$ cat config.mk
export PLATFORM = sky130hd
export DESIGN_NAME = encoder_scanner
export DESIGN_NICKNAME = d
export VERILOG_FILES = /design/src/rtl/encoder_pkg.sv /design/src/rtl/encoder_step.sv /design/src/rtl/encoder_scanner.sv
export SDC_FILE = /design/constraint.sdc
export NUM_CORES = 1
export LEC_CHECK = 0
export ABC_AREA = 0
export CORE_UTILIZATION = 52
export DETAILED_ROUTE_END_ITERATION = 8
export PLACE_DENSITY = 0.72
export SETUP_SLACK_MARGIN = 0.5
export SKIP_LAST_GASP = 1
export SYNTH_ARGS = -nofsm -noshare
export SYNTH_HDL_FRONTEND = slang
export SYNTH_SLANG_ARGS = --single-unit
$ cat constraint.sdc
create_clock -name clk -period 5.3 [get_ports clk]
set_clock_uncertainty 0.1 [all_clocks]
set_input_delay 1.06 -clock clk [delete_from_list [all_inputs] [get_ports clk]]
set_output_delay 1.06 -clock clk [all_outputs]
set_load 0.005 [all_outputs]
$ cat src/rtl/encoder_pkg.sv
// Shared types for the time-multiplexed quadrature encoder scanner.
package encoder_pkg;

  typedef enum logic [1:0] {
    IDLE    = 2'd0,
    ARM     = 2'd1,
    READY   = 2'd2,
    CONFIRM = 2'd3
  } dec_state_t;

  localparam logic [1:0] DIR_UP  = 2'b10;
  localparam logic [1:0] DIR_DN  = 2'b01;
  localparam logic [1:0] XY_REST = 2'b11;

endpackage

$ cat src/rtl/encoder_step.sv
// Combinational quadrature step rule for one channel: next state, next direction, count delta.
// Zero latency; no flow control, evaluated for whichever channel the scanner presents.
module encoder_step
  import encoder_pkg::*;
(
  input  dec_state_t        st,
  input  logic [1:0]        dir,
  input  logic [1:0]        xy,
  output dec_state_t        st_nxt,
  output logic [1:0]        dir_nxt,
  output logic signed [1:0] delta
);

  always_comb begin
    st_nxt  = st;
    dir_nxt = dir;
    delta   = 2'sd0;
    case (st)
      IDLE: begin
        if (xy == XY_REST) st_nxt = ARM;
      end
      ARM: begin
        st_nxt = (xy == XY_REST) ? READY : IDLE;
      end
      READY: begin
        if (xy == DIR_UP || xy == DIR_DN) begin
          dir_nxt = xy;
          st_nxt  = CONFIRM;
        end
      end
      CONFIRM: begin
        // A second matching sample confirms the step; anything else falls back to READY.
        if (xy == dir) begin
          if (dir == DIR_UP)      delta = 2'sd1;
          else if (dir == DIR_DN) delta = -2'sd1;
          st_nxt = IDLE;
        end else begin
          st_nxt = READY;
        end
      end
      default: st_nxt = IDLE;
    endcase
  end

endmodule

$ cat src/rtl/encoder_scanner.sv
// Shares one quadrature step engine round-robin across N_CH encoder channels.
// Reads ack one clock after rd_req; no backpressure, every in-range request is accepted.
module encoder_scanner
  import encoder_pkg::*;
#(
  parameter int N_CH     = 4,
  parameter int CNT_W    = 8,
  parameter int SCAN_DIV = 1
) (
  input  logic                    clk,
  input  logic                    reset,
  input  logic [N_CH-1:0]         enc_x,
  input  logic [N_CH-1:0]         enc_y,
  input  logic                    rd_req,
  input  logic [$clog2(N_CH)-1:0] rd_ch,
  output logic                    rd_ack,
  output logic [CNT_W-1:0]        rd_data,
  input  logic                    clr_req,
  input  logic [$clog2(N_CH)-1:0] clr_ch,
  output logic [N_CH-1:0]         changed,
  output logic [$clog2(N_CH)-1:0] scan_ch
);

  localparam int CH_W = $clog2(N_CH);
  localparam int PW   = (SCAN_DIV > 1) ? $clog2(SCAN_DIV) : 1;
  localparam logic [CH_W:0]   N_CH_L  = (CH_W+1)'(N_CH);
  localparam logic [CH_W-1:0] LAST_CH = CH_W'(N_CH - 1);
  localparam logic [PW-1:0]   LAST_PS = PW'(SCAN_DIV - 1);

  logic [N_CH-1:0] x_meta, x_sync, y_meta, y_sync;
  logic [PW-1:0]   presc;
  logic            tick;

  dec_state_t       st_q  [N_CH];
  logic [1:0]       dir_q [N_CH];
  logic [CNT_W-1:0] cnt_q [N_CH];

  dec_state_t        st_nxt;
  logic [1:0]        dir_nxt;
  logic signed [1:0] delta;
  logic [1:0]        xy;
  logic [CNT_W-1:0]  cnt_cur, cnt_nxt;

  logic            rd_ok, clr_ok;
  logic [N_CH-1:0] scan_hit, clr_hit, rd_hit, step_set;

  always_ff @(posedge clk or negedge reset) begin
    if (!reset) begin
      x_meta <= '0;
      x_sync <= '0;
      y_meta <= '0;
      y_sync <= '0;
    end else begin
      x_meta <= enc_x;
      x_sync <= x_meta;
      y_meta <= enc_y;
      y_sync <= y_meta;
    end
  end

  assign tick = (presc == LAST_PS);

  always_ff @(posedge clk or negedge reset) begin
    if (!reset) begin
      presc   <= '0;
      scan_ch <= '0;
    end else begin
      presc <= tick ? '0 : presc + 1'b1;
      if (tick) scan_ch <= (scan_ch == LAST_CH) ? '0 : scan_ch + 1'b1;
    end
  end

  assign xy      = {x_sync[scan_ch], y_sync[scan_ch]};
  assign cnt_cur = cnt_q[scan_ch];

  encoder_step u_step (
    .st      (st_q[scan_ch]),
    .dir     (dir_q[scan_ch]),
    .xy      (xy),
    .st_nxt  (st_nxt),
    .dir_nxt (dir_nxt),
    .delta   (delta)
  );

  always_comb begin
    cnt_nxt = cnt_cur;
    if (delta == 2'sd1)       cnt_nxt = cnt_cur + 1'b1;
    else if (delta == -2'sd1) cnt_nxt = cnt_cur - 1'b1;
  end

  assign rd_ok  = rd_req  && ({1'b0, rd_ch}  < N_CH_L);
  assign clr_ok = clr_req && ({1'b0, clr_ch} < N_CH_L);

  // A clear on the scanned channel discards that visit's update, including its change flag.
  always_comb begin
    for (int i = 0; i < N_CH; i++) begin
      scan_hit[i] = tick && (scan_ch == CH_W'(i));
      clr_hit[i]  = clr_ok && (clr_ch == CH_W'(i));
      rd_hit[i]   = rd_ok && (rd_ch == CH_W'(i));
      step_set[i] = scan_hit[i] && !clr_hit[i] && (delta != 2'sd0);
    end
  end

  always_ff @(posedge clk or negedge reset) begin
    if (!reset) begin
      for (int i = 0; i < N_CH; i++) begin
        st_q[i]  <= IDLE;
        dir_q[i] <= 2'b00;
        cnt_q[i] <= '0;
      end
    end else begin
      for (int i = 0; i < N_CH; i++) begin
        if (clr_hit[i]) begin
          st_q[i]  <= IDLE;
          dir_q[i] <= 2'b00;
          cnt_q[i] <= '0;
        end else if (scan_hit[i]) begin
          st_q[i]  <= st_nxt;
          dir_q[i] <= dir_nxt;
          cnt_q[i] <= cnt_nxt;
        end
      end
    end
  end

  // A count on the same edge as a read keeps the flag set.
  always_ff @(posedge clk or negedge reset) begin
    if (!reset) begin
      changed <= '0;
    end else begin
      for (int i = 0; i < N_CH; i++) begin
        if (step_set[i])    changed[i] <= 1'b1;
        else if (rd_hit[i]) changed[i] <= 1'b0;
      end
    end
  end

  always_ff @(posedge clk or negedge reset) begin
    if (!reset) begin
      rd_ack  <= 1'b0;
      rd_data <= '0;
    end else begin
      rd_ack <= rd_ok;
      if (rd_ok) rd_data <= cnt_q[rd_ch];
    end
  end

endmodule
# Word-level counts from Yosys, hierarchy flattened
# Cells that the tools add are included.
# word_totals
regBits,80
latchBits,0
mem_bits_rw,0
mem_bits_ro,0
inputBits,16
output_inout_bits,15
mem_count,0
# classes
add_sub_neg,4
mul,0
div_mod_pow,0
order_cmp,3
eq_ne,20
shifts,0
n_mux,63
bitwise_logic,3
n_reduce_logical,38
# ops
operator,count
two-way mux 8 bit,14
two-way mux 2 bit,31
binary-select mux 8 bit (select 2 bit),2
"== test 2 bit, second input constant",12
logical AND 1 bit,20
nonzero test 2 bit,9
"== test 2 x 1 -> 1 bit, second input constant",7
two-way mux 1 bit,11
"adder 8 x 1 -> 8 bit, second input constant",1
binary-select mux 2 bit (select 2 bit),2
zero test 2 bit,4
case mux 2 bit (4 select lines),1
"subtractor 8 x 1 -> 8 bit, second input constant",1
">= comparator 3 bit, second input constant",2
inverter 2 -> 3 bit,2
binary-select mux 1 bit (select 2 bit),2
zero test 1 bit,4
"less-than comparator 2 x 3 -> 1 bit, second input constant",1
"adder 2 x 1 -> 2 bit, second input constant",1
== test 2 bit,1
"adder 1 bit, second input constant",1
logical OR 1 bit,1
inverter 1 bit,1

# Logic depth before layout (Yosys ltp)
# Gate-level depths: netlist (run 1).
# depth
depth_word,14
ltp_mapped,11

# Modules after synthesis
# Synthesis (run 1) repeated with hierarchy kept, for this count alone.
# unflattened
hier_cells,279
hier_area_um2,3608.5
# modules_own_cells
mod,instances,cells_each,area_each_um2,seq_area_each_um2
encoder_scanner,1,264,3480.8,1976.9
encoder_step,1,15,127.6,0.0

# Least setup slack after synthesis (run 1)
# Ideal clock, no wire load.
# synth_timing
path_kind,reg2reg
start,reg scan_ch[0]
end,reg cnt_q[13] (netlist bit)
arrival_ns,2.620
path_slack_ns,2.447
stages_incl_launch_ff,11
path_buffers,2
path_cell_list,dfrtp_1 > buf_6 > mux4_2 > inv_1 > ha_1 > buf_1 > nand2_1 > o22a_1 > nor4_2 > o21a_1 > o211ai_1
# synth_between
elab_chain_len,14
elab_cells_between_ends,33
cone_classes,add/sub: 2; eq/ne: 7; mux: 21; bitwise: 1; reduce/logical: 2
# synth_rtl
element,line,source
start: declaration,encoder_scanner.sv:21,output logic [$clog2(N_CH)-1:0] scan_ch
start signal: assignment,encoder_scanner.sv:69,if (tick) scan_ch <= (scan_ch == LAST_CH) ? '0 : scan_ch + 1'b1;
inverter 2 -> 3 bit (not written as such),"encoder_scanner.sv:74, encoder_scanner.sv:77, encoder_scanner.sv:78",
binary-select mux 2 bit (select 2 bit),encoder_scanner.sv:78,".dir (dir_q[scan_ch]),"
two-way mux 2 bit (not written as such) (2 in a row),encoder_scanner.sv:78,
== test 2 x 1 -> 1 bit,encoder_step.sv:35,else if (dir == DIR_DN) delta = -2'sd1;
two-way mux 2 bit,encoder_step.sv:35,
two-way mux 2 bit,encoder_step.sv:34,if (dir == DIR_UP) delta = 2'sd1;
two-way mux 2 bit,encoder_step.sv:33,if (xy == dir) begin
two-way mux 2 bit,encoder_step.sv:18,case (st)
== test 2 x 1 -> 1 bit,encoder_scanner.sv:88,else if (delta == -2'sd1) cnt_nxt = cnt_cur - 1'b1;
two-way mux 8 bit,encoder_scanner.sv:88,
two-way mux 8 bit,encoder_scanner.sv:87,if (delta == 2'sd1) cnt_nxt = cnt_cur + 1'b1;
two-way mux 8 bit,encoder_scanner.sv:117,end else if (scan_hit[i]) begin
two-way mux 8 bit,encoder_scanner.sv:113,if (clr_hit[i]) begin
end signal: indexed assignment,encoder_scanner.sv:120,cnt_q[i] <= cnt_nxt;
end: declaration,encoder_scanner.sv:36,logic [CNT_W-1:0] cnt_q [N_CH];
# Parallel ways exist; a longest one is shown, timed or not. The select of a mux whose other input is x is not followed.
# A chain may end at the register's enable or synchronous reset.

# Worst setup path in the final report (run 1)
# layout_timing
start,reg scan_ch[1]
end,reg cnt_q[27] (netlist bit)
# Same word-level chain as after synthesis.

==> results of run 1 <==
## Yosys cell counts, types with 2 or more instances
| library cell | n |
|---|---|
| and3_1 | 4 |
| inv_1 | 9 |
| mux4_2 | 22 |
| nor4_2 | 2 |
| o21ai_1 | 12 |
| nor4_4 | 2 |
| a21oi_1 | 10 |
| clkbuf_1 | 11 |
| xor2_1 | 3 |
| mux2_2 | 12 |
| dfrtp_1 | 79 |
| o21a_1 | 4 |
| ha_1 | 8 |
| nand2b_1 | 3 |
| o2111ai_1 | 4 |
| nand2_1 | 59 |
| nor2b_1 | 4 |
| a221o_1 | 4 |
| a211o_1 | 4 |
| mux2i_1 | 5 |
| o211ai_1 | 20 |
| xnor2_1 | 2 |
| nor2_1 | 25 |
| buf_2 | 5 |
| and2_1 | 2 |
| o21ai_0 | 19 |
| a22o_1 | 8 |
| buf_1 | 3 |
| nand3_1 | 3 |
| buf_4 | 3 |
## report_power, final
group | internal (W) | total [W] | leakage (nW) | switching (W)
Sequential | 0.000615 | 0.000619 | 1.06 | 0.00000466
Combinational | 0.0000266 | 0.0000658 | 0.857 | 0.0000392
Clock | 0.000238 | 0.000474 | 0.105 | 0.000236
## cells by family (layout without fill, tap and decap cells)
family                     count (synthesis)  in the layout  synth area share, %
xor gates and xnor gates                   5              5                 1.06
buffers and inverters                     32             60                 3.52
DFF                                       79             79                 47.9
and+or+nand+nor                          114            114                 13.5
AOI/OAI and AO/OA                         91             91                 15.2
muxes                                     39             39                 16.5
adders and majority gates                  8              8                 2.43
## metal layers
metal | wire [um] | global-route usage (%) | vias up
met1 | 3870 | 32.9 | 1536
met5 | 0 | 0 | -
li1 | - | - | 1390
met2 | 4550 | 40.3 | 110
met4 | 261 | 9.52 | 0
met3 | 595 | 5.61 | 22
## worst max-delay path, delay by kind of cell, from the launching register on
kind,cells,cell delay (ps)
AND/OR/NAND/NOR,2,750
multiplexers,1,460
AO/OA/AOI/OAI,2,360
flip-flops,1,990
adder cells (fa/ha/maj),1,310
buffers and inverters,2,410
## flip-flops by register name, indices dropped and copies added (netlist names)
signal / flops
cnt_q: 32
dir_q: 8
rd_data: 8
st_q: 8
changed: 4
x_meta: 4
x_sync: 4
y_meta: 4
y_sync: 4
scan_ch: 2
rd_ack: 1
## cell type report
type | instances | share of cell area, %
clock buffers | 10 | 2.93
clock inverters | 6 | 1.60
well taps | 102 | 2.72
repair buffers | 35 | 7.15
inverters | 9 | 0.720
multi-input cells | 257 | 42.7
flip-flops and latches | 79 | 42.1
## final timing paths
kind | cells past startpoint | slack [ps] | end
max in group asynchronous | 1 | 3740 | scan_ch[1]
hold reg to reg | 0 | 250 | y_sync[0]
setup / recovery | 8 | 1800 | cnt_q[27]
hold / removal | 0 | 250 | y_sync[0]
setup reg to reg | 8 | 1800 | cnt_q[27]
min in group asynchronous | 1 | 750 | changed[0]
## per-stage QoR
stage	worst slack [ps]	cells
2_1_floorplan	2450	368
3_3_place_gp	1960	482
3_5_place_dp	1830	482
4_1_cts	1830	498
5_1_grt	1560	498
6_report	1800	498
==> flow_metrics.env, run 1 <==
export IMPL_ios=31
export IMPL_fin_crit_sh_pct=66.0
export IMPL_utilization_pct=61.0
export IMPL_worstPathArrival_ps=3640
export IMPL_drt_pass1_iterations=5
export IMPL_cts_root_buf="clkbuf_8"
export IMPL_syn_inst=368
export IMPL_hp_class="flop to flop"
export IMPL_vdd_ir_drop_max_mv=0.190
export IMPL_grt_pass1_wl_um=15700
export IMPL_end_kind="flop"
export IMPL_core_area_mm2=0.00769
export IMPL_die_y_um=91.1
export IMPL_synth_ff_type="dfrtp_1"
export IMPL_worstReg2RegStart="scan_ch[1]"
export IMPL_gp_congestion=0.812
export IMPL_yosysWarnings=0
export IMPL_rsz0062_at_grt="false"
export IMPL_p_per_area_mw_per_mm2=247
export IMPL_crit_slowest_cell="dfrtp_1"
export IMPL_max_freq_ghz=0.286
export IMPL_critPathMaxStageDelay_ps=990
export IMPL_cts_made_buffers=9
export IMPL_avgViaCountPerCell=6.14
export IMPL_finalSetupViolations=0
export IMPL_post_synth_cell_area_avg_um2=11.2
export IMPL_synthesis_nets=392
export IMPL_die_x_um=91.1
export IMPL_post_drt_wl_per_cell_um=18.6
export IMPL_ant_nets=0
export IMPL_grt_pass1_vias=3093
export IMPL_antenna_found_initial=0
export IMPL_final_cell_mix="dfrtp_1, nand2_1, clkdlybuf4s50_1"
export IMPL_synth_edf_count=0
export IMPL_ys_ff_latch=79
export IMPL_drt_iter0_markers=290
export IMPL_maxSlewHeadroom_pct=25.7
export IMPL_power_w=0.00116
export IMPL_cts_setup_buffers=0
export IMPL_cp_startpoint="scan_ch[1]"
export IMPL_dp_hpwl_um=6010
export IMPL_cts_repair_resized=0
export IMPL_clk_pin_slew_ps=80
export IMPL_hold_viol_final=0
export IMPL_grt_overflow=0
export IMPL_design_area_mm2=0.00469
export IMPL_yosysTopAreaCell="dfrtp_1"
export IMPL_grt_max_degree=80
export IMPL_tightest_slew_ps=1110
export IMPL_hp_start="y_meta[0]"
export IMPL_clkSinkCount=79
export IMPL_outcome="completed"
export IMPL_tns_ps=0
export IMPL_fp_row_count=32
export IMPL_seq_area_mm2=0.00198
export IMPL_cts_tree="built"
export IMPL_max_cap_violations=0
export IMPL_fillers=645
export IMPL_dieArea_mm2=0.00830
export IMPL_holdWs_ps=253
export IMPL_syn_to_final_growth_pct=13.7
export IMPL_drive_gt1_share_pct=16.7
export IMPL_htreeDepth=3
export IMPL_crit_type="flop to flop"
export IMPL_wl_um=9280
export IMPL_path_max_fanout=22
export IMPL_synth_area_leaders="dfrtp_1, mux4_2, nand2_1"
export IMPL_nNetsFinal=415
export IMPL_multiInputGateArea_mm2=0.00201
export IMPL_clock_tree_buffer_depth=2
export IMPL_place_area_mm2=0.00448
export IMPL_period_needed_ps=3500
export IMPL_cp_cell_sequence="mux4_2, ha_1, inv_1, nand3_1, nor3_2, buf_4, a21oi_1, a211o_1"
export IMPL_ys_seq_area_share_pct=47.9
export IMPL_cellLeakagePower_nw=2.02
export IMPL_syn_cell_area_mm2=0.00413
export IMPL_crit_required_ps=5440
export IMPL_port_buffers=30
export IMPL_vias=3058
export IMPL_n_antenna_cell=0
export IMPL_final_common_cell="dfrtp_1"
export IMPL_track_usage_pct=24.9
export IMPL_clock_latency_ps=360
export IMPL_critPathLaunchType="flop"
export IMPL_synth_distinct_cells=47
export IMPL_synth_async_reset_ratio_pct=100
export IMPL_drcViolationCount=0
export IMPL_finalMaxSlewViolations=0
export IMPL_postCtsHoldBufs=0
export IMPL_netlist_area_leader_share_pct=47.9
export IMPL_start_util_pct=53.7
(Power assumes the default switching activity.)
==> inputs of run 2 (changes only) <==
--- a/config.mk
+++ b/config.mk
@@ -8,7 +8,7 @@
 export ABC_AREA = 0
 export CORE_UTILIZATION = 52
 export DETAILED_ROUTE_END_ITERATION = 8
-export PLACE_DENSITY = 0.72
+export PLACE_DENSITY = 0.75
 export SETUP_SLACK_MARGIN = 0.5
 export SKIP_LAST_GASP = 1
 export SYNTH_ARGS = -nofsm -noshare
==> constraint.sdc (replaced) <==
create_clock -name clk -period 2.9 [get_ports clk]
set_clock_uncertainty 0.1 [all_clocks]
set_input_delay 0.58 -clock clk [delete_from_list [all_inputs] [get_ports clk]]
set_output_delay 0.58 -clock clk [all_outputs]
set_load 0.005 [all_outputs]
==> flow_metrics.env, run 2 (same netlist as run 1, synthesis figures left out) <==
export IMPL_outcome="complete, but fails checks"
export IMPL_violations="DRC"
export IMPL_drive_gt1_share_pct=34.2
export IMPL_die_y_um=91.1
export IMPL_cts_tree="built"
export IMPL_fin_crit_sh_pct=92.0
export IMPL_max_freq_ghz=0.375
export IMPL_final_cell_mix="dfrtp_1, nand2_1, buf_4"
export IMPL_cts_made_buffers=9
export IMPL_nNetsFinal=463
export IMPL_ios=31
export IMPL_regMostFlops="cnt_q"
export IMPL_wl_um=11400
export IMPL_antenna_found_initial=0
export IMPL_maxSlewHeadroom_pct=33.3
export IMPL_grt_max_degree=80
export IMPL_p_per_area_mw_per_mm2=413
export IMPL_crit_required_ps=3030
export IMPL_max_cap_violations=0
export IMPL_fp_row_count=32
export IMPL_clkSinkCount=79
export IMPL_dp_cells=495
export IMPL_end_kind="flop"
export IMPL_cp_cell_sequence="mux4_2, ha_4, nor2b_2, a22oi_2, buf_4, nor4_4, o21a_2, o211ai_1"
export IMPL_cellLeakagePower_nw=2.36
export IMPL_critPathLaunchType="flop"
export IMPL_rsz0062_at_grt="true"
export IMPL_layoutNonFillerInstCount=546
export IMPL_syn_to_final_growth_pct=31.5
export IMPL_track_usage_pct=28.0
export IMPL_dp_slack_ps=61.5
export IMPL_holdWs_ps=245
export IMPL_grt_pass1_wl_um=17500
export IMPL_fin_ws_ps=231
export IMPL_critPathMaxStageDelay_ps=580
export IMPL_post_drt_wl_per_cell_um=20.9
export IMPL_cp_buffers_inverters=1
export IMPL_port_buffers=30
export IMPL_clock_tree_buffer_depth=2
export IMPL_gp_congestion=0.861
export IMPL_avgViaCountPerCell=6.29
export IMPL_dp_hpwl_um=6810
export IMPL_ant_nets=0
export IMPL_vdd_ir_drop_max_mv=0.292
export IMPL_crit_slowest_cell="mux4_2"
export IMPL_clk_pin_slew_ps=90
export IMPL_die_x_um=91.1
export IMPL_drt_pass1_iterations=7
export IMPL_clock_latency_ps=370
export IMPL_core_area_mm2=0.00769
export IMPL_crit_family="multiplexers"
export IMPL_path_max_fanout=7
export IMPL_tns_ps=0
export IMPL_worstPathArrival_ps=2800
export IMPL_cts_root_buf="clkbuf_8"
export IMPL_finalMaxSlewViolations=0
export IMPL_fillers=519
export IMPL_drt_iter0_markers=264
export IMPL_largest_register_ffs=32
export IMPL_power_w=0.00224
export IMPL_start_util_pct=53.7
export IMPL_crit_type="flop to flop"
export IMPL_htreeDepth=3
export IMPL_hp_class="input port to async pin"
export IMPL_drcViolationCount=2
export IMPL_final_common_cell="dfrtp_1"
export IMPL_postCtsHoldBufs=0
export IMPL_vias=3436
export IMPL_grt_pass1_vias=3482
export IMPL_dieArea_mm2=0.00830
export IMPL_tightest_slew_ps=991
export IMPL_grt_overflow=0
export IMPL_period_needed_ps=2670
export IMPL_n_antenna_cell=0
export IMPL_hold_viol_final=0
export IMPL_finalSetupViolations=0
## run 2: changes by cell type in the layout (fill, tap and decap cells not counted), sizes merged
cell and change:
clkbuf -1, dlymetal6s2s +1, buf +48, inv +1, bufinv +1, clkinvlp -1, clkdlybuf4s50 -1
## run 2: cell type report
cell class | instances | area [um2] | share of cell area, %
inverter | 9 | 33.8 | 0.622
multi-input combinational | 257 | 2260 | 41.6
sequential | 79 | 1980 | 36.5
timing repair buffer | 83 | 798 | 14.7
clock buffer | 9 | 124 | 2.28
clock inverter | 7 | 109 | 2.01
tap | 102 | 128 | 2.35
## run 2: worst register-to-register path, stage by stage, from the launching register on
cell	delay, ps
dfrtp_2	430
mux4_2	580
ha_4	220
nor2b_2	120
a22oi_2	110
buf_4	160
nor4_4	410
o21a_2	250
o211ai_1	140
## run 2: repair_timing
| item | CTS | global route |
|---|---|---|
| cloned | 0 | 1 |
| resized for setup | 24 | 37 |
| pin swaps | 17 | 24 |
| endpoints found under the setup margin | 47 | 51 |
| setup buffers | 21 | 13 |
## run 2: where the power goes
part	switching, W	leakage [nW]	internal, W
registers	0.00000914	1.05	0.00112
logic	0.0000864	1.18	0.0000629
clock network	0.000456	0.118	0.000504
total	0.000552	2.36	0.00169
## run 2: path summary, 6_finish.rpt
| check | start | end | slack (ps) | depth (start not counted) |
|---|---|---|---|---|
| max in group asynchronous | reset | scan_ch[1] | 1760 | 1 |
| min in group clk | y_meta[0] | y_sync[0] | 250 | 0 |
| max | scan_ch[0] | cnt_q[15] | 230 | 8 |
| max reg2reg | scan_ch[0] | cnt_q[15] | 230 | 8 |
| min | reset | changed[2] | 250 | 1 |
| min reg2reg | y_meta[0] | y_sync[0] | 250 | 0 |
## run 2: per-stage QoR
stage	util [%]	instance area (um2)
global route	70.6	5430
finish	70.6	5430
CTS	67.4	5180
detailed placement	60.8	4670
floorplan	-	4220
global placement	60.8	4670
## run 2: per-layer routing
| layer | up-vias | global-route usage (%) | share of wire [%] |
|---|---|---|---|
| met5 | - | 0 | 0 |
| met4 | 0 | 14.6 | 3.9 |
| met3 | 47 | 6.20 | 8.7 |
| met2 | 211 | 45.3 | 49 |
| met1 | 1688 | 35.5 | 38 |
| li1 | 1490 | - | - |
